===== src/rtl/parity_frame_rx_pkg.sv =====
// rtl/parity_frame_rx_pkg.sv - shared state encoding and default parameters for the parity frame receiver
// Contents: receiver FSM state type, default data width and oversampling ratio.
package parity_rx_pkg;

  localparam int DEF_DATA_W = 9;
  localparam int DEF_OVS    = 16;

  typedef enum logic [2:0] {
    ST_IDLE   = 3'd0,
    ST_START  = 3'd1,
    ST_DATA   = 3'd2,
    ST_PARITY = 3'd3,
    ST_STOP   = 3'd4
  } rx_state_t;

endpackage


===== src/rtl/parity_frame_rx_if.sv =====
// rtl/parity_frame_rx_if.sv - valid/ready output bus of the parity frame receiver
// Signals: data, valid, parity_err, frame_err, overrun (receiver to consumer), ready (consumer to receiver).
// master: receiver side; slave: consumer side.
interface parity_frame_rx_if
  import parity_rx_pkg::*;
#(
  parameter int DATA_W = DEF_DATA_W
);

  logic [DATA_W-1:0] data;
  logic              valid;
  logic              ready;
  logic              parity_err;
  logic              frame_err;
  logic              overrun;

  modport master (
    output data, valid, parity_err, frame_err, overrun,
    input  ready
  );

  modport slave (
    input  data, valid, parity_err, frame_err, overrun,
    output ready
  );

endinterface


===== src/rtl/parity_frame_rx_chk.sv =====
// rtl/parity_frame_rx_chk.sv - even-parity checker, XOR reduction over data plus parity bit
// Ports: i_bits (W) data and parity bit together; o_err is 1 when the count of ones is odd.
module rx_parity_chk #(
  parameter int W = 10
) (
  input  logic [W-1:0] i_bits,
  output logic         o_err
);

  assign o_err = ^i_bits;

endmodule


===== src/rtl/parity_frame_rx.sv =====
// rtl/parity_frame_rx.sv - oversampled start/data/parity/stop frame receiver with valid/ready output register
// Ports: clk, rst_n (async active-low), tick (oversample strobe, OVS per bit), rxd (synchronised
// serial line, idle high), bus (master modport: data, valid, parity_err, frame_err, overrun out; ready in).
module parity_frame_rx
  import parity_rx_pkg::*;
#(
  parameter int DATA_W = DEF_DATA_W,
  parameter int OVS    = DEF_OVS
) (
  input  logic                 clk,
  input  logic                 rst_n,
  input  logic                 tick,
  input  logic                 rxd,
  parity_frame_rx_if.master    bus
);

  localparam int CNT_W = $clog2(OVS);
  localparam int IDX_W = $clog2(DATA_W + 1);

  // START samples at half a bit so every later sample lands mid-bit.
  localparam logic [CNT_W-1:0] CNT_HALF = CNT_W'(OVS / 2 - 1);
  localparam logic [CNT_W-1:0] CNT_FULL = CNT_W'(OVS - 1);
  localparam logic [IDX_W-1:0] IDX_LAST = IDX_W'(DATA_W - 1);

  rx_state_t         r_state;
  logic              r_armed;
  logic [CNT_W-1:0]  r_cnt;
  logic [IDX_W-1:0]  r_idx;
  logic [DATA_W-1:0] r_shift;
  logic              r_par;

  logic [DATA_W-1:0] r_data;
  logic              r_valid;
  logic              r_perr;
  logic              r_ferr;
  logic              r_overrun;

  logic              w_perr;
  logic              w_take;

  rx_parity_chk #(
    .W (DATA_W + 1)
  ) u_chk (
    .i_bits ({r_par, r_shift}),
    .o_err  (w_perr)
  );

  // Output register can accept a new frame when empty or being drained this cycle.
  assign w_take = !r_valid || bus.ready;

  always_ff @(posedge clk or negedge rst_n) begin
    if (!rst_n) begin
      r_state   <= ST_IDLE;
      r_armed   <= 1'b0;
      r_cnt     <= '0;
      r_idx     <= '0;
      r_shift   <= '0;
      r_par     <= 1'b0;
      r_data    <= '0;
      r_valid   <= 1'b0;
      r_perr    <= 1'b0;
      r_ferr    <= 1'b0;
      r_overrun <= 1'b0;
    end else begin
      if (r_valid && bus.ready) begin
        r_valid   <= 1'b0;
        r_overrun <= 1'b0;
      end

      if (tick) begin
        case (r_state)
          ST_IDLE: begin
            // Arming requires a high line first, so a stuck-low line never frames.
            if (rxd) begin
              r_armed <= 1'b1;
            end else if (r_armed) begin
              r_state <= ST_START;
              r_cnt   <= '0;
              r_armed <= 1'b0;
            end
          end

          ST_START: begin
            if (r_cnt == CNT_HALF) begin
              r_cnt <= '0;
              if (!rxd) begin
                r_state <= ST_DATA;
                r_idx   <= '0;
              end else begin
                // Start glitch: line is already high again, so it counts as arming.
                r_state <= ST_IDLE;
                r_armed <= 1'b1;
              end
            end else begin
              r_cnt <= r_cnt + CNT_W'(1);
            end
          end

          ST_DATA: begin
            if (r_cnt == CNT_FULL) begin
              r_cnt          <= '0;
              r_shift[r_idx] <= rxd;
              if (r_idx == IDX_LAST) begin
                r_state <= ST_PARITY;
              end else begin
                r_idx <= r_idx + IDX_W'(1);
              end
            end else begin
              r_cnt <= r_cnt + CNT_W'(1);
            end
          end

          ST_PARITY: begin
            if (r_cnt == CNT_FULL) begin
              r_cnt   <= '0;
              r_par   <= rxd;
              r_state <= ST_STOP;
            end else begin
              r_cnt <= r_cnt + CNT_W'(1);
            end
          end

          ST_STOP: begin
            if (r_cnt == CNT_FULL) begin
              r_cnt   <= '0;
              r_state <= ST_IDLE;
              r_armed <= 1'b0;
              if (w_take) begin
                r_data  <= r_shift;
                r_perr  <= w_perr;
                r_ferr  <= !rxd;
                r_valid <= 1'b1;
              end else begin
                r_overrun <= 1'b1;
              end
            end else begin
              r_cnt <= r_cnt + CNT_W'(1);
            end
          end

          default: begin
            r_state <= ST_IDLE;
            r_armed <= 1'b0;
            r_cnt   <= '0;
          end
        endcase
      end
    end
  end

  assign bus.data       = r_data;
  assign bus.valid      = r_valid;
  assign bus.parity_err = r_perr;
  assign bus.frame_err  = r_ferr;
  assign bus.overrun    = r_overrun;

endmodule


===== src/flat_wrapper.sv =====
// flat-port wrapper written by rule: the top's interface ports become plain ports
module parity_frame_rx_flat import parity_rx_pkg::*;
#(
  parameter int DATA_W = DEF_DATA_W,
  parameter int OVS    = DEF_OVS
)
  (clk, rst_n, tick, rxd, bus_data, bus_valid, bus_parity_err, bus_frame_err, bus_overrun, bus_ready);
  parity_frame_rx_if #(.DATA_W(DATA_W)) bus_i ();
  input  logic clk;
  input  logic rst_n;
  input  logic tick;
  input  logic rxd;
  output wire logic [$bits(bus_i.data)-1:0] bus_data;
  output wire logic [$bits(bus_i.valid)-1:0] bus_valid;
  output wire logic [$bits(bus_i.parity_err)-1:0] bus_parity_err;
  output wire logic [$bits(bus_i.frame_err)-1:0] bus_frame_err;
  output wire logic [$bits(bus_i.overrun)-1:0] bus_overrun;
  input wire logic [$bits(bus_i.ready)-1:0] bus_ready;
  assign bus_data = bus_i.data;
  assign bus_valid = bus_i.valid;
  assign bus_parity_err = bus_i.parity_err;
  assign bus_frame_err = bus_i.frame_err;
  assign bus_overrun = bus_i.overrun;
  assign bus_i.ready = bus_ready;
  parity_frame_rx #(.DATA_W(DATA_W), .OVS(OVS)) u_core (.clk(clk), .rst_n(rst_n), .tick(tick), .rxd(rxd), .bus(bus_i));
endmodule

===== config.mk =====
export PLATFORM = sky130hd
export DESIGN_NAME = parity_frame_rx_flat
export DESIGN_NICKNAME = d
export VERILOG_FILES = /design/src/rtl/parity_frame_rx_pkg.sv /design/src/rtl/parity_frame_rx_if.sv /design/src/rtl/parity_frame_rx_chk.sv /design/src/rtl/parity_frame_rx.sv /design/src/flat_wrapper.sv
export SDC_FILE = /design/constraint.sdc
export NUM_CORES = 1
export LEC_CHECK = 0
export CAP_MARGIN = 10
export CORE_MARGIN = 4
export CORE_UTILIZATION = 40
export DETAILED_ROUTE_END_ITERATION = 16
export GPL_TIMING_DRIVEN = 1
export PLACE_DENSITY = 0.56
export SYNTH_ARGS = -nofsm -noshare
export SYNTH_HDL_FRONTEND = slang
export SYNTH_SLANG_ARGS = --single-unit

===== constraint.sdc =====
create_clock -name clk -period 2.2 [get_ports clk]
set_clock_uncertainty 0.2 [all_clocks]
set_input_delay 0.44 -clock clk [delete_from_list [all_inputs] [get_ports clk]]
set_output_delay 0.44 -clock clk [all_outputs]
set_load 0.02 [all_outputs]

==> summary.txt <==
Clock network
  – Worst-path clk slew: 0.07 ns
  – Root Driver: clkbuf_8
  – Hold_buf cts: 0
  – Clk_lat worst skew: 0.29 ns
  – Setup Buffers After CTS: 0
  – TritonCTS clock tree: built
  – CTS Sinks: 35
  – Longest Clk Path Bufs: 2
  – PostCTS Resize Cnt: 0
  – H-tree Lvls: 2
  – TritonCTS Buffers: 5

Floorplan
  – Die Wd: 75.9 µm
  – Initial Util: 41.8%
  – Core footprint: 4410 µm²
  – Die area: 5760 µm²
  – Ports: 18
  – Die height: 75.9 µm
  – Cell Rows: 24

STA
  – Final hold viol count: 0
  – Worst Tran Pin Value: 0.469 ns
  – Slew HR: 68.8%
  – Post-layout minimum cycle time: 2.05 ns
  – Final Cycle Share: 93.1%
  – Setup TNS: 0 ns
  – RSZ-0062 raised after global routing: no
  – Final max-slew violation count: 0
  – Highest clock rate: 488 MHz
  – PnR worst setup slack: 0.151 ns
  – # setup viols final: 0

Global route
  – Largest net degree at the start of global routing: 36
  – Initial antenna violation count: 0
  – Vias in the first global route: 1,294
  – GRT Total Usage: 13.2%
  – Grt total ovfl: 0
  – First-pass GRT wire length: 6200 µm

Pwr
  – Cell Pwr Density: 830 nW/µm²
  – Pint: 1.22 mW
  – Sw Pwr: 0.622 mW
  – Switch share: 33.8%
  – Logic pwr share: 28.7%
  – Flop pwr share: 47.1%
  – Lkg Pwr: 1.04 nW
  – Clock Power Share: 24.2%
  – Max VDD drop: 0.401 mV

Routing
  – Number of DRC markers in iteration 0: 25
  – Final wirelength: 3350 µm
  – TritonRoute pass-1 iters: 4
  – Remaining antenna violation count after routing: 0
  – Drt via density: 5.11
  – DRC viols: 0
  – Average routed wire per standard cell: 13.7 µm
  – DR vias: 1,247

Placed design
  – DP Cell Count: 236
  – Placed Area: 2130 µm²
  – HPWL after DPL: 2530 µm
  – Post-Place Setup Slack: -0.144 ns
  – Placer Congestion: 0.824
  – Count of input and output buffers: 17

Synth
  – Cell variety after synth: 38
  – Ys async rst share: 100%
  – Multiplexer share of the synthesized area: 14.6%
  – Register area share after synthesis: 47.5%
  – Yosys synthesis warning count: 0
  – Synth Flop Type: dfrtp_1
  – Post-synthesis adder-cell area fraction: 3.39%
  – Commonest cells post-synth: dfrtp_1 (35), nand2_1 (17), mux2_1 (12), xnor2_1 (11), nor2_1 (9)
  – Largest cells by area after synthesis: dfrtp_1 (47%), mux2_1 (7.3%), xnor2_1 (5.2%)
  – Largest family of logic cells by synthesized area: simple AND/OR/NAND/NOR gates
  – Simple-Gate Fraction of Synth Area: 16.4%
  – Avg Cell Area, Syn: 11.5 µm²
  – Post-Synth XOR/XNOR Area: 6.17%
  – FF+latch count, synth: 35
  – Most common cell in the netlist: dfrtp_1
  – Mapped cell area: 1850 µm²
  – Yosys top cell area share: 47.5%
  – Synthesized instance count: 161
  – Compound-cell area share of the yosys netlist: 8.14%
  – Syn_nets: 171
  – Dominant cell type by area after synthesis: dfrtp_1
  – Post-synth EDFFs: 0

Worst setup path
  – CP Capture Type: flop
  – CP arrival: 2.02 ns
  – Crit path kind: in -> reg
  – Worst setup SP type: input port
  – Largest fanout on the critical path: 12
  – Worst Path Required: 2.17 ns

Final layout
  – Final nets: 201
  – Fillcell total: 397
  – Fraction of layout cells with a size suffix above 1: 19.8%
  – Final instance area: 2210 µm²
  – Post-Layout Cell Count: 244
  – Ant diodes: 0
  – Synth-to-Final Area Change: 20.0%

Run
  – Max-Cap Viols: 0

Min path
  – Min-delay worst type: reg -> reg

Run status
  – Outcome: finished, final reports clean
stage by stage:
stage	power, mW	utilization, %	hold WS (ns)
3_3_place_gp	1.38	48.3	0.267
2_1_floorplan	1.28	-	-0.0556
4_1_cts	1.87	50.2	0.291
3_5_place_dp	1.41	48.3	0.275
6_report	1.84	50.2	0.284
5_1_grt	1.98	50.2	0.311
worst paths after layout:
kind | depth (start not counted) | start | slack [ns] | endpoint
worst min-delay path | 1 | u_core.bus.data[5] | 0.28 | u_core.bus.data[5]
worst max-delay path | 6 | tick | 0.15 | u_core.bus.frame_err
worst max register to register | 5 | u_core.r_state[0] | 0.15 | u_core.r_state[1]
min in group asynchronous | 2 | rst_n | 0.36 | u_core.r_shift[6]
max in group asynchronous | 2 | rst_n | 1.13 | u_core.r_idx[3]
worst min register to register | 1 | u_core.bus.data[5] | 0.28 | u_core.bus.data[5]
layout by cell type (no fill, tap or decap), types with 2 or more instances in the layout:
cell | synthesis | final
o21ai_0 | 7 | 7
nor2b_1 | 3 | 3
xor2_1 | 2 | 2
inv_1 | 7 | 7
a21oi_1 | 4 | 4
clkinv_2 | 0 | 3
nand3b_1 | 3 | 3
dfrtp_1 | 35 | 35
o21ai_1 | 3 | 3
mux2_4 | 6 | 6
or3_1 | 2 | 2
nand2_1 | 17 | 17
nor3b_4 | 2 | 2
clkbuf_8 | 0 | 5
ha_1 | 5 | 5
buf_4 | 1 | 10
xnor2_1 | 11 | 11
nand4_1 | 2 | 2
mux2_2 | 3 | 3
clkdlybuf4s50_1 | 0 | 17
nor2_1 | 9 | 9
mux2_1 | 12 | 12
nand3_1 | 7 | 7
cell type report:
cell class	instances	area, µm²	area share [%]
multi-input cells	114	898	40.6
flip-flops and latches	35	876	39.5
repair buffers	28	265	12.0
clock buffers	5	68.8	3.11
well taps	52	65.1	2.94
inverters	7	26.3	1.19
clock inverters	3	15.0	0.678
routing by layer:
metal | wire [µm] | global-route usage, % | up-vias
met4 | 71 | 6.23 | 0
met1 | 1480 | 16.1 | 610
met2 | 1680 | 21.2 | 15
met5 | 0 | 0 | -
li1 | - | - | 615
met3 | 113 | 3.79 | 7
registers in the layout, indices dropped and copies added, names as in the netlist:
signal,cells
u_core.bus.data,9
u_core.r_state,3
u_core.r_shift,9
u_core.bus.parity_err,1
u_core.bus.overrun,1
u_core.bus.frame_err,1
u_core.r_idx,4
u_core.r_par,1
u_core.r_cnt,4
u_core.r_armed,1
u_core.bus.valid,1
worst max-delay path: stages:
cell and delay [ns]:
clkdlybuf4s50_1 0.48, and4_1 0.23, nand3_1 0.14, a21oi_2 0.22
buf_12 0.17, mux2_2 0.34
cell families (layout without fill, tap and decap cells):
family,after synthesis,in the layout
xor gates and xnor gates,13,13
buffers and inverters,12,43
and+or+nand+nor,52,52
adders and majority gates,5,5
AOI/OAI and AO/OA,22,22
muxes,22,22
DFF,35,35
power by group through the flow:
stage | registers (mW) | clock network [mW] | logic [mW]
2_1_floorplan | 0.811 | 0 | 0.468
3_3_place_gp | 0.872 | 0 | 0.512
3_5_place_dp | 0.877 | 0 | 0.532
4_1_cts | 0.865 | 0.469 | 0.536
5_1_grt | 0.882 | 0.495 | 0.599
6_report | 0.867 | 0.444 | 0.528
No activity file was read; power rests on OpenSTA's default activity.
